===== config.mk =====
export PLATFORM = sky130hd
export DESIGN_NAME = l0_skew_feeder
export DESIGN_NICKNAME = d
export VERILOG_FILES = /design/src/rtl/l0_skew_feeder_pkg.sv /design/src/rtl/l0_row_fifo.sv /design/src/rtl/l0_skew_feeder.sv
export SDC_FILE = /design/constraint.sdc
export NUM_CORES = 1
export LEC_CHECK = 0
export ABC_AREA = 0
export BUFFER_PORTS_ARGS = -buffer_cell sky130_fd_sc_hd__buf_2
export CORE_AREA = 4 4 237 239
export DETAILED_ROUTE_END_ITERATION = 16
export DIE_AREA = 0 0 241 243
export PLACE_DENSITY = 0.68
export SLEW_MARGIN = 20
export SYNTH_ARGS = -nofsm -noshare
export SYNTH_HDL_FRONTEND = slang
export SYNTH_SLANG_ARGS = --single-unit
export TNS_END_PERCENT = 10

===== constraint.sdc =====
create_clock -name clk -period 3.1 [get_ports clk]
set_input_delay 0.465 -clock clk [delete_from_list [all_inputs] [get_ports clk]]
set_output_delay 0.465 -clock clk [all_outputs]
set_load 0.01 [all_outputs]

===== src/rtl/l0_skew_feeder_pkg.sv =====
// Shared definitions for the west-edge skew feeder: tile instruction codes,
// default geometry, the skew-pipe stage record and lane slicing helpers.
package l0_skew_feeder_pkg;

  localparam int ROW_DEF   = 8;
  localparam int BW_DEF    = 4;
  localparam int DEPTH_DEF = 16;

  // Tile instruction encoding: bit 1 = execute, bit 0 = kernel loading.
  localparam logic [1:0] INST_IDLE = 2'b00;
  localparam logic [1:0] INST_LOAD = 2'b01;
  localparam logic [1:0] INST_EXEC = 2'b10;

  // One stage of the diagonal skew pipe.
  typedef struct packed {
    logic       pop;
    logic [1:0] inst;
  } skew_t;

  // Only load and execute may be tagged to a pop.
  function automatic logic inst_legal(input logic [1:0] inst);
    return (inst == INST_LOAD) || (inst == INST_EXEC);
  endfunction

endpackage

// Lane r of a packed row vector with w bits per lane.
`define L0_LANE(r, w) ((r) * (w)) +: (w)
// Lane r of the packed 2-bit-per-lane instruction vector.
`define L0_INST_LANE(r) ((r) * 2) +: 2


===== src/rtl/l0_row_fifo.sv =====
// Single-row synchronous FIFO with a registered output word. dout holds its
// value between pops; push into a full FIFO or pop from an empty one is ignored.
module l0_row_fifo
  import l0_skew_feeder_pkg::*;
#(
  parameter int bw    = BW_DEF,
  parameter int depth = DEPTH_DEF
) (
  input  logic                     clk,
  input  logic                     reset,
  input  logic                     push,
  input  logic                     pop,
  input  logic [bw-1:0]            din,
  output logic [bw-1:0]            dout,
  output logic [$clog2(depth):0]   count
);

  localparam int AW = $clog2(depth);
  localparam logic [AW:0] FULL_CNT = (AW + 1)'(depth);

  logic [bw-1:0] mem_q [depth];
  logic [AW-1:0] wr_ptr_q, rd_ptr_q;
  logic [AW:0]   count_q;
  logic [bw-1:0] dout_q;
  logic          do_push, do_pop;

  assign do_push = push && (count_q != FULL_CNT);
  assign do_pop  = pop && (count_q != '0);

  // Storage array: written on accepted pushes, no reset needed.
  always_ff @(posedge clk) begin
    if (do_push) mem_q[wr_ptr_q] <= din;
  end

  // Pointers wrap naturally at depth (power of 2); count tracks occupancy.
  always_ff @(posedge clk or negedge reset) begin
    if (!reset) begin
      wr_ptr_q <= '0;
      rd_ptr_q <= '0;
      count_q  <= '0;
      dout_q   <= '0;
    end else begin
      if (do_push) wr_ptr_q <= wr_ptr_q + 1'b1;
      if (do_pop) begin
        rd_ptr_q <= rd_ptr_q + 1'b1;
        dout_q   <= mem_q[rd_ptr_q];
      end
      count_q <= count_q + (AW + 1)'(do_push) - (AW + 1)'(do_pop);
    end
  end

  assign dout  = dout_q;
  assign count = count_q;

endmodule


===== src/rtl/l0_skew_feeder.sv =====
// West-edge input buffer of the systolic array. Every write pushes one lane
// into each row FIFO; every accepted read launches a pop that reaches row r
// r cycles after row 0, producing the diagonal skew the array expects.
module l0_skew_feeder
  import l0_skew_feeder_pkg::*;
#(
  parameter int row   = ROW_DEF,
  parameter int bw    = BW_DEF,
  parameter int depth = DEPTH_DEF
) (
  input  logic                clk,
  input  logic                reset,
  input  logic                wr,
  input  logic [row*bw-1:0]   in_data,
  input  logic                rd,
  input  logic [1:0]          rd_inst,
  output logic [row*bw-1:0]   out_data,
  output logic [2*row-1:0]    out_inst,
  output logic                o_full,
  output logic                o_ready,
  output logic                o_err
);

  localparam int CW = $clog2(depth) + 1;

  logic [CW-1:0] cnt [row];
  skew_t         tap [row];
  skew_t         skew_q [row-1];
  logic [1:0]    inst_q [row];
  logic          err_q;
  logic          wr_ok, rd_legal, rd_acc;

  // Lower rows always pop earlier, so the last row is the fullest and row 0
  // the emptiest; those two counts alone decide full and ready.
  assign o_full   = (cnt[row-1] == CW'(depth));
  assign o_ready  = (cnt[0] != '0);
  assign wr_ok    = wr && !o_full;
  assign rd_legal = inst_legal(rd_inst);
  assign rd_acc   = rd && o_ready && rd_legal;

  // Tap r selects which pop (if any) reaches row r this cycle; row 0 uses the
  // live accepted read so lane 0 updates on the same edge.
  always_comb begin
    tap[0] = '{pop: rd_acc, inst: (rd_acc ? rd_inst : INST_IDLE)};
    for (int r = 1; r < row; r++) tap[r] = skew_q[r-1];
  end

  // Skew shift register: one stage per row beyond row 0.
  always_ff @(posedge clk or negedge reset) begin
    if (!reset) begin
      for (int i = 0; i < row - 1; i++) skew_q[i] <= '0;
    end else begin
      skew_q[0] <= tap[0];
      for (int i = 1; i < row - 1; i++) skew_q[i] <= skew_q[i-1];
    end
  end

  // Per-lane instruction register: the popping stage's inst, idle otherwise.
  always_ff @(posedge clk or negedge reset) begin
    if (!reset) begin
      for (int r = 0; r < row; r++) inst_q[r] <= INST_IDLE;
    end else begin
      for (int r = 0; r < row; r++) inst_q[r] <= tap[r].pop ? tap[r].inst : INST_IDLE;
    end
  end

  // Sticky error: dropped write or read tagged with an illegal instruction.
  always_ff @(posedge clk or negedge reset) begin
    if (!reset) err_q <= 1'b0;
    else        err_q <= err_q | (wr && o_full) | (rd && !rd_legal);
  end

  assign o_err = err_q;

  for (genvar r = 0; r < row; r++) begin : g_row
    l0_row_fifo #(
      .bw    (bw),
      .depth (depth)
    ) u_fifo (
      .clk   (clk),
      .reset (reset),
      .push  (wr_ok),
      .pop   (tap[r].pop),
      .din   (in_data[`L0_LANE(r, bw)]),
      .dout  (out_data[`L0_LANE(r, bw)]),
      .count (cnt[r])
    );
    assign out_inst[`L0_INST_LANE(r)] = inst_q[r];
  end

endmodule


After elaboration in Yosys (flattened, before gate mapping):

Memory sizes are Yosys's and may differ from the RTL's. A register that Yosys moved wholly into a read port is not among the register bits.
Cells that the tools add are included.

* $add $sub $neg: 32
* multiply operators: 0
* div/mod/pow operators: 0
* magnitude comparators: 0
* equality and inequality tests: 11
* shift operators: 0
* mux-type cells: 25
* bitwise gates (word level): 2
* reductions and logical operators: 40

Operator list (number)
* $add 4x1->4 const B: 16
* $add 5x1->5: 8
* $ne 5x5->1 const B: 8
* $reduce_bool 5->1: 8
* $sub 5x1->5: 8
* $logic_and 1x1->1: 21
* $mux 2: 9
* $mux 1: 16
* $logic_not 1->1: 10
* $eq 5x5->1 const B: 1
* $eq 2x1->1 const B: 1
* $eq 2x2->1 const B: 1
* $or 1x1->1: 2
* $logic_or 1x1->1: 1

* register bits: 142
* bits in latches: 0
* bits in writable memories: 512
* memory bits (read-only): 0
* bits of input ports: 38
* word-level logic and storage cells: 165
* memories kept: 8

Memory list
* g_row[0].u_fifo.mem_q: words 16, width 4, read ports 1, clocked after memory_dff 1, wr ports 1, line l0_row_fifo.sv:21 `logic [bw-1:0] mem_q [depth];`
* g_row[1].u_fifo.mem_q: words 16, width 4, read ports 1, clocked after memory_dff 1, wr ports 1, line l0_row_fifo.sv:21
* g_row[2].u_fifo.mem_q: words 16, width 4, read ports 1, clocked after memory_dff 1, wr ports 1, line l0_row_fifo.sv:21
* g_row[3].u_fifo.mem_q: words 16, width 4, read ports 1, clocked after memory_dff 1, wr ports 1, line l0_row_fifo.sv:21
* g_row[4].u_fifo.mem_q: words 16, width 4, read ports 1, clocked after memory_dff 1, wr ports 1, line l0_row_fifo.sv:21
* g_row[5].u_fifo.mem_q: words 16, width 4, read ports 1, clocked after memory_dff 1, wr ports 1, line l0_row_fifo.sv:21
* 2 more memories

Longest topological paths before layout:

Gate-level depths: netlist of the first run.

* depth in word-level cells: 6
* gate-level depth with buffers: 14
* gate-level depth less buffers: 14

By module:

A second synthesis of the first run with hierarchy kept.

* cell total of the unflattened synthesis: 1668
* area, all modules: 28547.4 um2

Modules (own cells, without submodules)
* l0_row_fifo at g_row[0].u_fifo ...: instances 6, cells each 200, area each 3435.8 um2
* l0_row_fifo at g_row[6].u_fifo ...: instances 2, cells each 200, area each 3408.3 um2
* l0_skew_feeder: instances 1, cells each 68, area each 1116.1 um2

Least setup slack after synthesis of the first run:

No wires, ideal clock.

* path kind: register to register
* start point: register g_row[2].u_fifo.count_q[3]
* end point: register g_row[2].u_fifo.count_q[4]
* setup time: 0.123 ns
* arrival time: 2.666 ns
* data required time: 2.977 ns
* path slack: 0.311 ns
* cell stages (with the launch flop): 14
* buffers on the path: 0
* clock period less this slack: 2.789 ns
* path through: dfrtp_1 inv_1 ha_1 or4b_2 nand2_1 inv_1 ha_1 inv_1 ha_1 fa_1 a21oi_1 nor2_1 nor2_1 xnor2_1

* elaborated cells between the ends (all ways): 6

RTL lines
* start, declared: line l0_row_fifo.sv:23 `logic [AW:0] count_q;`
* start signal, assigned: line l0_row_fifo.sv:48 `count_q <= count_q + (AW + 1)'(do_push) - (AW + 1)'(do_pop);`
* $reduce_bool 5->1: line l0_row_fifo.sv:28 `assign do_pop = pop && (count_q != '0);`
* $logic_and 1x1->1: line l0_row_fifo.sv:28
* named net g_row[2].u_fifo.do_pop: line l0_row_fifo.sv:25 `logic do_push, do_pop;`
* $sub 5x1->5: line l0_row_fifo.sv:48

The timed path passes the listed nets, and every way through them passes these cells.
A chain may end at the register's enable or synchronous reset.

Worst setup path after layout of the first run:

* start point: register g_row[6].u_fifo.count_q[3]
* end point: register g_row[6].u_fifo.count_q[4]

* elaborated cells between the ends (all ways): 6

RTL lines (line)
* start, declared: l0_row_fifo.sv:23
* start signal, assigned: l0_row_fifo.sv:48
* $reduce_bool 5->1: l0_row_fifo.sv:28
* $logic_and 1x1->1: l0_row_fifo.sv:28
* named net g_row[6].u_fifo.do_pop: l0_row_fifo.sv:25
* $sub 5x1->5: l0_row_fifo.sv:48

The timed path passes the listed nets, and every way through them passes these cells.

==> results of run 1 <==
[worst paths after layout]
path / from / endpoint
worst max-delay path: g_row[6].u_fifo.count[3] / g_row[6].u_fifo.count[4]
min in group asynchronous: reset / g_row[6].u_fifo.rd_ptr_q[1]
worst max register to register: g_row[6].u_fifo.count[3] / g_row[6].u_fifo.count[4]
max in group asynchronous: reset / g_row[4].u_fifo.wr_ptr_q[2]
worst min register to register: skew_q[6] / skew_q[3]
worst min-delay path: rd_inst[0] / out_inst[0]
[through the flow]
step | TNS (ns) | power (mW) | setup slack (ns) | instances
2_1_floorplan | 0 | 19.37 | 0.3107 | 1598
5_1_grt | -0.09889 | 31.32 | -0.04540 | 2482
4_1_cts | 0 | 29.86 | 0.08530 | 2482
6_report | 0 | 29.46 | 0.1535 | 2482
3_3_place_gp | 0 | 21.32 | 0.1968 | 2356
3_5_place_dp | 0 | 21.62 | 0.1050 | 2356
[worst register-to-register path: cells and delay by family, from the launching register on]
kind            cells  cell delay (ns)
buf+inv             3             0.22
flops               1             0.40
simple gates        4             0.88
compound gates      1             0.17
xor+xnor            1             0.14
fa+ha+maj           4             1.07
[state kept, by name, indices dropped and copies added, names as in the netlist]
signal	cells
g_row.u_fifo.wr_ptr_q	32
skew_q	19
g_row.u_fifo.rd_ptr_q	32
g_row.u_fifo.dout	32
o_err	1
g_row.u_fifo.mem_q	512
g_row.u_fifo.count	40
out_inst	16
[what timing repair did]
action / 4_1_cts / 5_1_grt
hold buffers: 1 / 0
gates resized for setup: 0 / 8
setup buffers: 0 / 0
hold endpoints to repair: 82 / 0
endpoints found under the setup margin: 0 / 6
[synthesized netlist by cell type (all sizes together), types with 10 or more instances]
cell	count	area [sq um]
a21oi	17	85.08
xor2	17	148.9
buf	53	334.1
o21ai	11	55.05
xnor2	64	560.5
dfrtp	172	4304
a2bb2oi	20	175.2
nand2	62	232.7
mux4	128	2932
a211oi	12	90.09
nor2	38	142.6
o22ai	12	75.07
a21o	20	150.1
edfxtp	512	15370
inv	89	339.1
ha	88	1101
and2	104	650.6
nor3b	10	95.09
nor3	10	55.05
mux2i	52	520.5
o31ai	20	150.1
nand4	16	100.1
[kinds of logic after synthesis]
| logic type | Yosys count | synth area share |
|---|---|---|
| flip-flops | 684 | 0.6930 |
| AND/OR/NAND/NOR | 287 | 0.05816 |
| multiplexers | 180 | 0.1216 |
| buffers and inverters | 149 | 0.02476 |
| AO/OA/AOI/OAI | 121 | 0.03318 |
| adder cells (fa/ha/maj) | 96 | 0.04441 |
| XOR/XNOR | 81 | 0.02498 |
[routing by layer]
layer / vias up / wire length [microns] / part of all wire / global-route usage
li1: 6355 / - / - / -
met1: 7054 / 22260 / 0.44 / 0.2524
met2: 284 / 25380 / 0.50 / 0.2948
met3: 76 / 2117 / 0.042 / 0.03054
met4: 0 / 1061 / 0.021 / 0.05350
met5: - / 0 / 0 / 0
[power groups by stage]
stage	combinational, mW	sequential, mW	clock, mW
detailed placement	8.09	13.5	0
floorplan	6.88	12.5	0
global route	8.95	13.6	8.78
global placement	7.88	13.4	0
CTS	8.16	13.4	8.34
finish	8.01	13.3	8.13
[area by class of cell]
cell class,instances,area [sq um],share of cell area
clock buffer,95,1991,0.06244
clock inverter,30,241.5,0.007574
inverter,89,339.1,0.01063
multi-input combinational,765,8035,0.2520
sequential,684,19680,0.6172
tap,696,870.8,0.02731
timing repair buffer,123,726.9,0.02280
==> flow_metrics.env, run 1 <==
export IMPL_status="completed"
export IMPL_final_hold_worst_slack_ns=0.1227
export IMPL_timing_reg2reg_setup_slack_ns=0.15
export IMPL_netlist_area_sq_mm=0.02840
export IMPL_switch_pwr_mw=8.897
export IMPL_fill_cells=3937
export IMPL_areaGrowthSynthToFinish_pct=12.27
export IMPL_drt_pass1_iter_count=5
export IMPL_finalWorstPathRequiredPeriod_ns=2.947
export IMPL_pwr_share_seq=0.452
export IMPL_crit_path_start_kind="register"
export IMPL_synth_edff_count=512
export IMPL_unrepaired_setup_endpoints_after_global_routing="true"
export IMPL_core_area_sq_mm=0.05381
export IMPL_clockRootBuffer="clkbuf_16"
export IMPL_final_common_cell="edfxtp_1"
export IMPL_synth_cell_types=51
export IMPL_vias=13769
export IMPL_combinational_fraction_of_design_power=0.272
export IMPL_worst_pin_slew_ns=0.8596
export IMPL_cap_violations=0
export IMPL_detail_route_wl_per_cell_microns=20.48
export IMPL_first_pass_grt_wire_length_microns=82770
export IMPL_drc_errors=0
export IMPL_clk_pin_slew_ns=0.06
export IMPL_grt_overflow_total=0
export IMPL_critical_path_endpoint_type="register"
export IMPL_critical_path_top_delay_family="adder cells"
export IMPL_final_routed_wirelength_across_all_metal_layers_microns=50820
export IMPL_hold_depth=2
export IMPL_die_x_extent_microns=241
export IMPL_post_synthesis_average_cell_area_sq_um=17.77
export IMPL_worstHoldPathType="input pin to register"
export IMPL_cellLeakagePower_nw=11.95
export IMPL_power_internal_mw=20.56
export IMPL_timing_critical_path_cells="inv_1 -> ha_2 -> or4b_2 -> nand2_1 -> inv_1 -> ha_1 -> inv_1 -> ha_1 -> fa_2 -> a21oi_1 -> nor2_1 -> nor2_1 -> xnor2_1"
export IMPL_clkSinkCount=684
export IMPL_ys_dominant_reg_cell="edfxtp_1"
export IMPL_yosysWarnings=0
export IMPL_worstRegToRegCells=13
export IMPL_cpPeakStageDelay_ns=0.61
export IMPL_die_area_sq_mm=0.05856
export IMPL_synth_seq_area_share=0.6930
export IMPL_grt_use_total=0.1802
export IMPL_cts_htree_levels=3
export IMPL_drv_slew=0
export IMPL_cts_made_buffers=70
export IMPL_std_cell_rows=85
export IMPL_antenna_cells=0
export IMPL_cts_root_to_sink_buffers=3
export IMPL_finish_instance_area_sq_mm=0.03188
export IMPL_standard_cell_with_the_maximum_stage_delay_on_the_critical_path="or4b_2"
export IMPL_port_bufs=88
export IMPL_num_nets_final=1867
export IMPL_placed_cell_area_sq_mm=0.02962
export IMPL_path_max_fanout=4
export IMPL_crit_path_frequent_cell="inv_1"
export IMPL_yosys_register_bits=684
export IMPL_worst_skew_pair_late_latency_ns=0.59
export IMPL_drive_above_1_share=0.2032
export IMPL_period_share=0.9505
export IMPL_io_pins=89
export IMPL_number_of_hold_slack_violations_in_the_final_timing_report=0
export IMPL_power_density_normalized_to_cell_area_mw_per_mm2=923.9
export IMPL_worst_endpoint_data_arrival_time_ns=3.45
export IMPL_route_detailed_vias_per_inst=5.548
export IMPL_dr_first_iter_drc_count=972
export IMPL_dieHeight_microns=243
export IMPL_synthCells=1598
export IMPL_ir_worst_vdd_uv=444.5
export IMPL_asyncSetResetFlopFracSynth=0.2515
export IMPL_first_global_vias=14691
export IMPL_tritoncts="built"
export IMPL_finalSetupViolCount=0
export IMPL_dpl_hpwl_microns=34690
export IMPL_place_gp_congestion=0.7736
export IMPL_postSynthNetCount=1732
export IMPL_worstPathRequired_ns=3.60
export IMPL_setup_worst_path_class="register to register"
export IMPL_layout_common_cells="edfxtp_1, dfrtp_1, mux4_2, and2_1, buf_2"
export IMPL_timing_slew_headroom=0.4269
export IMPL_critical_path_buf_inv_count=3
export IMPL_fin_worst_skew_ns=0.01624
export IMPL_floorplan_initialDensity=0.5277
export IMPL_grt_antenna_before_repair=0
export IMPL_maxClockFrequency_ghz=0.3394
export IMPL_swShare=0.3020
export IMPL_grt_start_max_net_pins=86
export IMPL_layout_core_utilization=0.5925
export IMPL_route_antenna_remaining_nets=0
export IMPL_clock_power_share=0.276
export IMPL_crit_path_cell_count=13
Power figures use the tool's default switching activity.
==> run 2, diff against run 1 <==
BUFFER_PORTS_ARGS = not set   (was -buffer_cell sky130_fd_sc_hd__buf_2)
CORE_AREA = 4 4 223 225   (was 4 4 237 239)
DIE_AREA = 0 0 227 229   (was 0 0 241 243)
DONT_BUFFER_PORTS = 1   (was not set)
PLACE_DENSITY = 0.74   (was 0.68)
==> run 2 against run 1 <==
  * The run now ends with negative hold slack left
  * Design area down 0.19%
  * Utilization increased by 7.7 points
  * Fmax rose by 0.71%
  * Clock power is 5.3% higher
  * Global-route usage up 2.5 points
  * Count of clock-buffer cells in the layout increased by 4
  * Setup slack improved by 0.021 ns
  * Critical path type unchanged
==> flow_metrics.env, run 2 (synthesis gave the netlist of run 1 again) <==
export IMPL_power_internal_mw=20.76
export IMPL_status="complete, but fails checks"
export IMPL_drc_errors=0
export IMPL_std_cell_rows=80
export IMPL_num_nets_final=1813
export IMPL_clkSinkCount=684
export IMPL_number_of_hold_slack_violations_in_the_final_timing_report=172
export IMPL_cts_htree_levels=3
export IMPL_crit_path_start_kind="register"
export IMPL_pwr_share_seq=0.453
export IMPL_ir_worst_vdd_uv=510.9
export IMPL_die_x_extent_microns=227
export IMPL_grt_use_total=0.2050
export IMPL_swShare=0.3023
export IMPL_violations="negative hold slack"
export IMPL_cellLeakagePower_nw=11.77
export IMPL_setup_worst_path_class="register to register"
export IMPL_final_hold_worst_slack_ns=-0.4374
export IMPL_drive_above_1_share=0.1664
export IMPL_dpl_hpwl_microns=33220
export IMPL_port_bufs=0
export IMPL_period_share=0.9438
export IMPL_grt_start_max_net_pins=173
export IMPL_final_routed_wirelength_across_all_metal_layers_microns=51370
export IMPL_dp_cells=2185
export IMPL_place_gp_congestion=0.7813
export IMPL_finalWorstPathRequiredPeriod_ns=2.926
export IMPL_route_antenna_remaining_nets=0
export IMPL_layout_common_cells="edfxtp_1, dfrtp_1, mux4_2, and2_1, inv_1"
export IMPL_areaGrowthSynthToFinish_pct=12.05
export IMPL_postLayoutSetupSlackWorst_ns=0.1741
export IMPL_unrepaired_setup_endpoints_after_global_routing="false"
export IMPL_power_density_normalized_to_cell_area_mw_per_mm2=935.2
export IMPL_cts_made_buffers=72
export IMPL_clock_power_share=0.288
export IMPL_dieHeight_microns=229
export IMPL_grt_antenna_before_repair=3
export IMPL_vias=13589
export IMPL_worstHoldPathType="input pin to asynchronous set/reset pin"
export IMPL_timing_slew_headroom=0.4242
export IMPL_path_max_fanout=4
export IMPL_switch_pwr_mw=8.997
export IMPL_pre_cts_slack_ns=0.08361
export IMPL_worst_skew_pair_late_latency_ns=0.60
export IMPL_worst_pin_slew_ns=0.8638
export IMPL_clockRootBuffer="clkbuf_16"
export IMPL_fin_worst_skew_ns=0.02200
export IMPL_detail_route_wl_per_cell_microns=21.81
export IMPL_first_pass_grt_wire_length_microns=82890
export IMPL_worst_endpoint_data_arrival_time_ns=3.45
export IMPL_route_detailed_vias_per_inst=5.770
export IMPL_dr_first_iter_drc_count=1147
export IMPL_final_common_cell="edfxtp_1"
export IMPL_combinational_fraction_of_design_power=0.259
export IMPL_core_area_sq_mm=0.04755
export IMPL_cts_hold_buffers_added=35
export IMPL_first_global_vias=14622
export IMPL_maxClockFrequency_ghz=0.3418
export IMPL_grt_overflow_total=0
export IMPL_tritoncts="built"
export IMPL_worstPathRequired_ns=3.62
export IMPL_io_pins=89
export IMPL_fin_setup_tns_ns=0
export IMPL_critical_path_endpoint_type="register"
export IMPL_clk_pin_slew_ns=0.06
export IMPL_largest_register_ffs=512
export IMPL_cts_root_to_sink_buffers=3
export IMPL_drv_slew=0
export IMPL_biggest_register="g_row.u_fifo.mem_q"
export IMPL_cap_violations=0
export IMPL_floorplan_initialDensity=0.5973
export IMPL_drt_pass1_iter_count=5
export IMPL_die_area_sq_mm=0.05198
export IMPL_cts_post_setup_buffers_inserted=0
export IMPL_final_instance_count_excl_fill=2355
export IMPL_finalSetupViolCount=0
## run 2: changes by cell type in the layout (fill, tap and decap cells not counted), sizes merged
cell	change
bufinv	+2
clkinvlp	+1
clkbuf	+3
dlygate4sd3	+34
clkinv	-4
inv	+4
diode	+3
buf	-89
## run 2: path summary, 6_finish.rpt
kind / from / end / slack [ns] / cells past startpoint
min in group clk: rd / skew_q[20] / 0.21 / 3
max in group asynchronous: reset / g_row[3].u_fifo.wr_ptr_q[0] / 3.20 / 0
min: reset / g_row[6].u_fifo.rd_ptr_q[0] / -0.44 / 0
min reg2reg: skew_q[7] / skew_q[4] / 0.37 / 0
max: g_row[6].u_fifo.count[3] / g_row[6].u_fifo.count[4] / 0.17 / 13
max reg2reg: g_row[6].u_fifo.count[3] / g_row[6].u_fifo.count[4] / 0.17 / 13
## run 2: power by group through the flow
| stage | sequential [mW] | clock, mW | combinational, mW |
|---|---|---|---|
| floorplan | 12.5 | 0 | 6.88 |
| global placement | 13.6 | 0 | 7.30 |
| detailed placement | 13.7 | 0 | 7.57 |
| CTS | 13.5 | 8.74 | 7.77 |
| global route | 13.8 | 9.17 | 8.56 |
| finish | 13.5 | 8.56 | 7.71 |
## run 2: stage by stage
| step | total power [mW] | area [sq um] | util |
|---|---|---|---|
| 3_3_place_gp | 20.89 | 29040 | 0.6109 |
| 2_1_floorplan | 19.37 | 28400 | - |
| 5_1_grt | 31.50 | 31820 | 0.6693 |
| 6_report | 29.76 | 31820 | 0.6693 |
| 4_1_cts | 30.04 | 31770 | 0.6682 |
| 3_5_place_dp | 21.26 | 29040 | 0.6109 |
## run 2: cell type report
cell class | count | area [sq um]
inverters | 89 | 339.1
fillers | 3060 | 15720
well taps | 615 | 769.5
clock buffers | 99 | 2038
repair buffers | 67 | 590.6
flip-flops and latches | 684 | 19680
clock inverters | 33 | 337.8
diodes | 3 | 7.507
multi-input cells | 765 | 8060
## run 2: per-layer routing
layer  track usage  vias to the layer above  wire length (microns)
met5             0                        -                      0
met4       0.05843                        0                   1242
met3       0.04508                       80                   2458
met2        0.3368                      278                  26240
met1        0.2816                     6978                  21430
li1              -                     6253                      -
## run 2: repair_timing
action,CTS,global route
hold endpoints to repair,687,172
resized for setup,0,16
setup endpoints to repair,0,6
## run 2: critical path, stage by stage, from the launching register on
cell,delay (ns)
dfrtp_1,0.39
inv_1,0.09
ha_2,0.22
or4b_2,0.62
nand2_1,0.11
inv_1,0.08
ha_1,0.28
inv_1,0.04
ha_1,0.21
fa_2,0.38
a21oi_1,0.15
nor2_1,0.05
nor2_1,0.11
xnor2_1,0.12
==> run 3, diff against run 2 <==
--- a/config.mk
+++ b/config.mk
@@ -7,9 +7,9 @@
 export LEC_CHECK = 0
 export ABC_AREA = 0
-export CORE_AREA = 4 4 223 225
+export CORE_AREA = 4 4 218 220
 export DETAILED_ROUTE_END_ITERATION = 16
-export DIE_AREA = 0 0 227 229
+export DIE_AREA = 0 0 222 224
 export DONT_BUFFER_PORTS = 1
-export PLACE_DENSITY = 0.74
+export PLACE_DENSITY = 0.77
 export SLEW_MARGIN = 20
 export SYNTH_ARGS = -nofsm -noshare
==> constraint.sdc (replaced) <==
create_clock -name clk -period 3.1 [get_ports clk]
set_input_delay 0.62 -clock clk [delete_from_list [all_inputs] [get_ports clk]]
set_output_delay 0.62 -clock clk [all_outputs]
set_load 0.01 [all_outputs]
==> run 3 against run 2 <==
  * The run still ends with negative hold slack left
  * Largest cell class unchanged
  * Critical endpoint is now g_row[1].u_fifo.count[4]
  * Non-clock buffer count down 37
  * Die area down 4.3%
  * Sequential cell count stayed put
  * Sequential power about the same
==> flow_metrics.env, run 3 (synthesis gave the netlist of run 1 again) <==
export IMPL_grt_start_max_net_pins=173
export IMPL_worst_pin_slew_ns=0.8981
export IMPL_ff_latch_area_sq_mm=0.01968
export IMPL_biggest_register="g_row.u_fifo.mem_q"
export IMPL_worstHoldPathType="input pin to asynchronous set/reset pin"
export IMPL_totalPowerFinal_mw=28.80
export IMPL_worstPathRequired_ns=3.61
export IMPL_power_density_normalized_to_cell_area_mw_per_mm2=925.0
export IMPL_worst_skew_pair_late_latency_ns=0.60
export IMPL_crit_path_start_kind="register"
export IMPL_io_pins=89
export IMPL_clkSinkCount=684
export IMPL_place_gp_congestion=0.7823
export IMPL_setup_worst_path_class="register to register"
export IMPL_clk_pin_slew_ns=0.06
export IMPL_cts_root_to_sink_buffers=3
export IMPL_first_pass_grt_wire_length_microns=81860
export IMPL_drc_errors=0
export IMPL_drv_slew=0
export IMPL_first_global_vias=14793
export IMPL_pwr_share_seq=0.471
export IMPL_top_signal_layer_used="met4"
export IMPL_multi_input_area_sq_mm=0.008053
export IMPL_cellLeakagePower_nw=11.47
export IMPL_detail_route_wl_per_cell_microns=21.89
export IMPL_power_internal_mw=19.98
export IMPL_final_common_cell="edfxtp_1"
export IMPL_cts_made_buffers=68
export IMPL_maxClockFrequency_ghz=0.3376
export IMPL_number_of_hold_slack_violations_in_the_final_timing_report=172
export IMPL_dp_cells=2168
export IMPL_path_max_fanout=4
export IMPL_core_area_sq_mm=0.04528
export IMPL_grt_antenna_before_repair=0
export IMPL_violations="negative hold slack"
export IMPL_unrepaired_setup_endpoints_after_global_routing="true"
export IMPL_largest_register_ffs=512
export IMPL_tritoncts="built"
export IMPL_route_detailed_vias_per_inst=5.939
export IMPL_die_area_sq_mm=0.04973
export IMPL_num_nets_final=1772
export IMPL_timing_slew_headroom=0.4013
export IMPL_drt_pass1_iter_count=4
export IMPL_critical_path_top_delay_family="adder cells"
export IMPL_fin_worst_skew_ns=0.02036
export IMPL_wl_met3_microns=2497
export IMPL_dr_first_iter_drc_count=1009
export IMPL_fill_cells=2858
export IMPL_finalWorstPathRequiredPeriod_ns=2.962
export IMPL_drive_above_1_share=0.1613
export IMPL_areaGrowthSynthToFinish_pct=9.658
export IMPL_dpl_hpwl_microns=33410
export IMPL_switch_pwr_mw=8.827
export IMPL_die_x_extent_microns=222
export IMPL_vias=13617
export IMPL_grt_overflow_total=0
export IMPL_routedLengthMet1_microns=21150
export IMPL_crit_path_frequent_cell="inv_1"
export IMPL_layout_common_cells="edfxtp_1, dfrtp_1, mux4_2, and2_1, inv_1"
export IMPL_standard_cell_with_the_maximum_stage_delay_on_the_critical_path="or4b_2"
export IMPL_finalSetupViolCount=0
export IMPL_clock_power_share=0.269
export IMPL_status="complete, but fails checks"
export IMPL_timing_critical_path_cells="inv_1 -> ha_4 -> or4b_2 -> nand2_1 -> inv_1 -> ha_1 -> inv_1 -> ha_1 -> fa_1 -> a21oi_1 -> nor2_1 -> nor2_1 -> xnor2_1"
export IMPL_period_share=0.9556
export IMPL_ir_worst_vdd_uv=605.5
export IMPL_clockRootBuffer="clkbuf_16"
export IMPL_grt_use_total=0.2082
export IMPL_critical_path_endpoint_type="register"
export IMPL_dr_wl_met2_microns=25330
export IMPL_std_cell_rows=78
export IMPL_final_instance_count_excl_fill=2293
export IMPL_cts_htree_levels=3
export IMPL_final_hold_worst_slack_ns=-0.2733
export IMPL_dieHeight_microns=224
export IMPL_floorplan_initialDensity=0.6271
export IMPL_final_routed_wirelength_across_all_metal_layers_microns=50200
export IMPL_combinational_fraction_of_design_power=0.260
export IMPL_swShare=0.3064
export IMPL_route_antenna_remaining_nets=0
export IMPL_cap_violations=0
export IMPL_critical_path_buf_inv_count=3
export IMPL_cpPeakStageDelay_ns=0.60
export IMPL_port_bufs=0
export IMPL_worst_endpoint_data_arrival_time_ns=3.47
export IMPL_antenna_cells=0
==> run 3: changes by cell type in the layout (fill, tap and decap cells not counted), moves of 3 or more <==
cell and change:
clkbuf_16 -6, clkbuf_8 -3, dlygate4sd3_1 -35, bufinv_16 -4
diode_2 -3
==> run 3: final timing paths <==
path,start,to,slack (ns),cells after the start
worst max-delay path,g_row[1].u_fifo.count[2],g_row[1].u_fifo.count[4],0.14,13
worst max register to register,g_row[1].u_fifo.count[2],g_row[1].u_fifo.count[4],0.14,13
worst min-delay path,reset,g_row[6].u_fifo.dout[0],-0.27,0
min in group clk,in_data[7],g_row[1].u_fifo.mem_q[9][3],0.12,0
max in group asynchronous,reset,g_row[1].u_fifo.wr_ptr_q[0],2.98,0
worst min register to register,skew_q[4],skew_q[1],0.37,0
==> run 3: routing by layer <==
layer  up-vias  GRT usage
met5         -          0
met4         0    0.06683
met3        83    0.04246
met2       301     0.3492
met1      7055     0.2807
li1       6178          -
==> run 3: metrics by stage <==
step	setup TNS, ns	utilization	area, sq um	hold slack [ns]	worst slack, ns
3_5_place_dp	0	0.6406	29010	0.3291	0.09478
5_1_grt	-0.02665	0.6877	31140	-0.3027	-0.02257
2_1_floorplan	0	-	28400	0.3244	0.3107
3_3_place_gp	0	0.6406	29010	0.3290	0.2094
4_1_cts	0	0.6869	31100	-0.3032	0.03694
6_report	0	0.6877	31140	-0.2733	0.1376
==> run 3: power by group through the flow <==
stage,Sequential [mW],Clock (mW),Combinational [mW]
5_1_grt,13.9,8.34,8.29
2_1_floorplan,12.5,0,6.88
3_5_place_dp,13.8,0,7.49
6_report,13.6,7.75,7.48
3_3_place_gp,13.7,0,7.20
4_1_cts,13.6,7.90,7.56
==> run 3: cell type report <==
type                       count  area share
clock buffer                  91     0.05942
multi-input combinational    765      0.2586
tap                          600     0.02411
inverter                      89     0.01089
clock inverter                34    0.007835
sequential                   684      0.6319
timing repair buffer          30    0.007232
==> run 3: what timing repair did <==
item                                    in CTS  in global routing
resized for setup                            0                 12
buffers inserted                             0                  0
hold endpoints to repair                   172                172
endpoints found under the setup margin       0                  6
